<file path="config.mk">
export PLATFORM = sky130hd
export DESIGN_NAME = pipe_hazard_ctrl
export DESIGN_NICKNAME = d
export VERILOG_FILES = /design/src/rtl/pipe_hazard_ctrl.sv
export SDC_FILE = /design/constraint.sdc
export NUM_CORES = 1
export LEC_CHECK = 0
export ABC_AREA = 1
export CAP_MARGIN = 40
export CORE_AREA = 5 5 48 50
export DETAILED_ROUTE_END_ITERATION = 10
export DIE_AREA = 0 0 53 55
export PLACE_DENSITY = 0.78
export SETUP_SLACK_MARGIN = 0.5
export SLEW_MARGIN = 20
export SYNTH_ARGS = -nofsm -noshare
export SYNTH_HDL_FRONTEND = slang
export SYNTH_SLANG_ARGS = --single-unit
</file>
<file path="constraint.sdc">
create_clock -name clk -period 2.55 [get_ports clk]
set_input_delay 0.51 -clock clk [delete_from_list [all_inputs] [get_ports clk]]
set_output_delay 0.51 -clock clk [all_outputs]
set_load 0.01 [all_outputs]
</file>
<file path="src/rtl/pipe_hazard_ctrl.sv">
// Pipeline sequencing controller: memory-init freeze, load-use bubbles, branch flushes.
// Optional HAZARD_PERF_CNT_EN adds saturating stall/flush event counters.
module pipe_hazard_ctrl #(
  parameter int unsigned INIT_CYCLES       = 4,
  parameter int unsigned LOAD_STALL_CYCLES = 1
) (
  input  logic        clk,
  input  logic        rst_n,
  input  logic        init_req,
  input  logic [4:0]  RsID,
  input  logic [4:0]  RtID,
  input  logic [4:0]  RtEX,
  input  logic        MemReadEX,
  input  logic        Branch,
  output logic        MemRst,
  output logic        PCWrite,
  output logic        IFIDWrite,
  output logic        IDEXBubble,
  output logic        IFIDFlush,
  output logic        IDEXFlush,
  output logic        EXMEMFlush,
  output logic [1:0]  ctrl_state
`ifdef HAZARD_PERF_CNT_EN
  ,
  output logic [31:0] stall_count,
  output logic [31:0] flush_count
`endif
);

  localparam int unsigned CNT_W = 8;
  localparam logic [CNT_W-1:0] INIT_LAST  = CNT_W'(INIT_CYCLES - 1);
  localparam logic [CNT_W-1:0] STALL_LAST = CNT_W'(LOAD_STALL_CYCLES - 1);

  typedef enum logic [1:0] {
    ST_INIT  = 2'd0,
    ST_RUN   = 2'd1,
    ST_STALL = 2'd2
  } state_e;

  state_e           state, state_nxt;
  logic [CNT_W-1:0] cnt, cnt_nxt;
  logic             hz;

  // Load in EX whose destination is read by the instruction in ID; $zero is exempt.
  assign hz = MemReadEX && (RtEX != 5'd0) && ((RtEX == RsID) || (RtEX == RtID));

  assign ctrl_state = state;

  always_ff @(posedge clk) begin
    if (!rst_n) begin
      state <= ST_INIT;
      cnt   <= '0;
    end else begin
      state <= state_nxt;
      cnt   <= cnt_nxt;
    end
  end

  always_comb begin
    state_nxt  = state;
    cnt_nxt    = cnt;
    MemRst     = 1'b0;
    PCWrite    = 1'b0;
    IFIDWrite  = 1'b0;
    IDEXBubble = 1'b0;
    IFIDFlush  = 1'b0;
    IDEXFlush  = 1'b0;
    EXMEMFlush = 1'b0;
    case (state)
      ST_INIT: begin
        MemRst     = 1'b1;
        IDEXBubble = 1'b1;
        if (cnt == INIT_LAST) begin
          state_nxt = ST_RUN;
          cnt_nxt   = '0;
        end else begin
          cnt_nxt = cnt + CNT_W'(1);
        end
      end
      ST_RUN: begin
        if (Branch) begin
          IFIDFlush  = 1'b1;
          IDEXFlush  = 1'b1;
          EXMEMFlush = 1'b1;
          PCWrite    = 1'b1;
          IFIDWrite  = 1'b1;
        end else if (hz) begin
          IDEXBubble = 1'b1;
          if (LOAD_STALL_CYCLES > 1) begin
            state_nxt = ST_STALL;
            cnt_nxt   = CNT_W'(1);
          end
        end else if (init_req) begin
          PCWrite   = 1'b1;
          IFIDWrite = 1'b1;
          state_nxt = ST_INIT;
          cnt_nxt   = '0;
        end else begin
          PCWrite   = 1'b1;
          IFIDWrite = 1'b1;
        end
      end
      ST_STALL: begin
        // A taken branch aborts the stall; the PC loads the branch target.
        if (Branch) begin
          IFIDFlush  = 1'b1;
          IDEXFlush  = 1'b1;
          EXMEMFlush = 1'b1;
          PCWrite    = 1'b1;
          IFIDWrite  = 1'b1;
          state_nxt  = ST_RUN;
          cnt_nxt    = '0;
        end else begin
          IDEXBubble = 1'b1;
          if (cnt == STALL_LAST) begin
            state_nxt = ST_RUN;
            cnt_nxt   = '0;
          end else begin
            cnt_nxt = cnt + CNT_W'(1);
          end
        end
      end
      default: begin
        state_nxt = ST_INIT;
        cnt_nxt   = '0;
      end
    endcase
  end

`ifdef HAZARD_PERF_CNT_EN
  // Saturating event counters; INIT-phase bubbles are not counted as stalls.
  always_ff @(posedge clk) begin
    if (!rst_n) begin
      stall_count <= '0;
      flush_count <= '0;
    end else begin
      if (IDEXBubble && (state != ST_INIT) && (stall_count != 32'hFFFF_FFFF))
        stall_count <= stall_count + 32'd1;
      if (IFIDFlush && (flush_count != 32'hFFFF_FFFF))
        flush_count <= flush_count + 32'd1;
    end
  end
`endif

endmodule

</file>
==> summary.md <==
| Metric | Value |
|---|---|
| Status | finished, final reports clean |
| Register bit count reported by yosys | 9 |
| CORE AREA | 1860 um2 |
| Avg Cell Area, Syn | 6.25 um2 |
| Fin nets | 170 |
| Largest net degree at the start of global routing | 15 |
| Final Worst Setup Slack | 589 ps |
| Yosys warns | 0 |
| PD cells | 382 nW/um2 |
| Hpwl dp | 1370 um |
| I/O pin cnt | 29 |
| Max VDD drop | 0.204 mV |
| First-pass GRT wire length | 2840 um |
| All-Layer GR Usage | 0.129 |
| GP Congestion | 0.815 |
| Area added between synthesis and finish | 30.3% |
| Type of the worst min-delay path | reg -> reg |
| Initial core utilization | 0.406 |
| Worst Skew | 5.30 ps |
| Postcts setup bufs | 0 |
| Cts hold-fix bufs | 0 |
| Tmin final | 1960 ps |
| Most frequent cell after synthesis | nand2_1 |
| Cell taking the most area after synthesis | dfxtp_1 |
| TritonCTS clock tree | done |
| TritonCTS Buffers | 3 |
| Synth area leaders | dfxtp_1 24%, nand2_1 15%, inv_1 10%, nand3_1 8.6%, a21oi_1 4.6% |
| Mapped Cells | 121 |
| Slew Limit Fails | 0 |
| DR iter-0 viols | 16 |
| Remaining global-route overflow | 0 |
| Row cnt | 16 |
| DRT Wirelength | 1660 um |
| Vias per cell | 4.46 |
| Sequential element share of the synthesized area | 0.238 |
| Worst path slowest cell | dlygate4sd2_1 |
| Die ar. | 2920 um2 |
| Final Hold Vio Count | 0 |
| CP startpoint kind | input pin |
| Unrepaired setup endpoints after global routing | no |
| CP max FO | 2 |
| Leak pwr | 0.000531 uW |
| Max incr delay on CP | 240 ps |
| Number of inserted diodes | 0 |
| Initial antenna violation count | 0 |
| DRC errors left | 0 |
| Most used DFF post-synth | dfxtp_1 |
| WL/cell | 9.50 um |
| Synth Cell Area | 756 um2 |
| Root buffer cell | clkbuf_4 |
| Finished Layout Cells | 175 |
| Arrival time at the worst endpoint | 1450 ps |
| First-pass iteration count of the detailed router | 4 |
| Number of global-route vias before repair | 728 |
| Die height | 55 um |
| CP endpoint kind | output port |
| Buf/Inv on CP | 3 |
| Syn_nets | 142 |
| Most frequent cells after synthesis | 31 x nand2_1, 21 x inv_1, 13 x nand3_1 |
| Tcrit/Tclk final | 0.769 |
| Max-cap violation count | 0 |
| Placed cells | 171 |
| Vias | 780 |
| Clock Sinks | 9 |
| Clock Tree Buf Depth | 2 |
| Post-synth top area share | 0.238 |
| Clock-pin slew on the worst setup and hold paths | 60 ps |
| Max Freq | 510 MHz |
| IO Port Bufs | 27 |
| Hold Slack | 505 ps |
| Cells along the critical path | dlygate4sd2_1 > xnor2_1 > nand3_1 > nand2_1 > nand2_2 > o21ai_2 > inv_1 > buf_2 |
| Synth unique cells | 26 |
| Critical path data required time | 2040 ps |
| Final setup viols | 0 |
| Clock Latency Late Sink | 260 ps |
| Post-DRT Antenna Nets | 0 |
| CP top delay family | buffers and inverters |
| Die width | 53 um |
| Pre-CTS WS | -237 ps |
| Async SR Flop Fraction | 0 |
| Post-synth EDFFs | 0 |
| Worst setup path category | in -> out |
| Layout cell share with drive strength beyond 1 | 0.257 |
| H-tree levels | 1 |
per-layer routing:
layer  share of wire  track usage
met1            0.44        0.157
met2            0.51        0.236
met3           0.034      0.00804
met4           0.017       0.0511
met5               0            0
final cells by class:
class / count / area (um2)
Clock buffer: 4 / 26.3
Fill cell: 202 / 877
Inverter: 22 / 86.3
Multi-Input combinational cell: 85 / 458
Sequential cell: 9 / 184
Tap cell: 27 / 33.8
Timing Repair Buffer: 28 / 196
worst reg2reg max path: stages, from the launching register on:
cell	delay, ps
dfxtp_1	380
ha_1	230
nand3_1	140
xor2_1	160
or2_2	270
a21oi_1	130
placed cells by master (no fill, tap or decap), types with 2 or more instances in the layout:
cell             count
buf_4                2
xor2_1               2
nor2_1               7
nand3_1             13
nand2_1             31
buf_2                6
or2_2                2
nand3b_1             2
nand2_2              3
inv_2                2
clkbuf_2             9
dfxtp_1              8
xnor2_1              3
clkdlybuf4s50_1      5
dlygate4sd2_1        5
nor2_2               3
clkbuf_4             3
a21oi_1              7
inv_1               19
state kept, by name (all words and copies together) (netlist names):
signal	count
cnt	8
ctrl_state	1
timing repair:
item,4_1_cts,5_1_grt
gates resized for setup,49,21
setup endpoints to repair,7,4
pin swaps,14,10
final timing paths:
| check | from | cells after the start | end | slack, ps |
|---|---|---|---|---|
| max | RtID[4] | 8 | IFIDWrite | 590 |
| min | cnt[5] | 2 | cnt[5] | 510 |
| max reg2reg | cnt[0] | 5 | cnt[4] | 1180 |
| min reg2reg | cnt[5] | 2 | cnt[5] | 510 |
per-stage QoR:
| step | total power [uW] | util | setup TNS, ps | cell area [um2] |
|---|---|---|---|---|
| floorplan | 225 | - | 0 | 756 |
| global placement | 277 | 0.551 | -523 | 1030 |
| detailed placement | 280 | 0.551 | -669 | 1030 |
| CTS | 379 | 0.550 | 0 | 1020 |
| global route | 399 | 0.529 | 0 | 985 |
| finish | 376 | 0.529 | 0 | 985 |
where the power goes:
part / internal [uW] / switching, uW
Sequential: 149 / 13.1
Clock: 60.4 / 53.3
Combinational: 49.3 / 51.2
Total: 258 / 118
cell families (layout without fill, tap and decap cells):
group,after synthesis,after routing,synth area share
fa+ha+maj,1,1,0.0166
buf+inv,27,54,0.164
simple gates,66,66,0.419
other cells,1,1,0.00496
flops,9,9,0.238
compound gates,11,11,0.0778
xor+xnor,6,6,0.0795
Note: power is estimated with default switching activity, not from simulation.
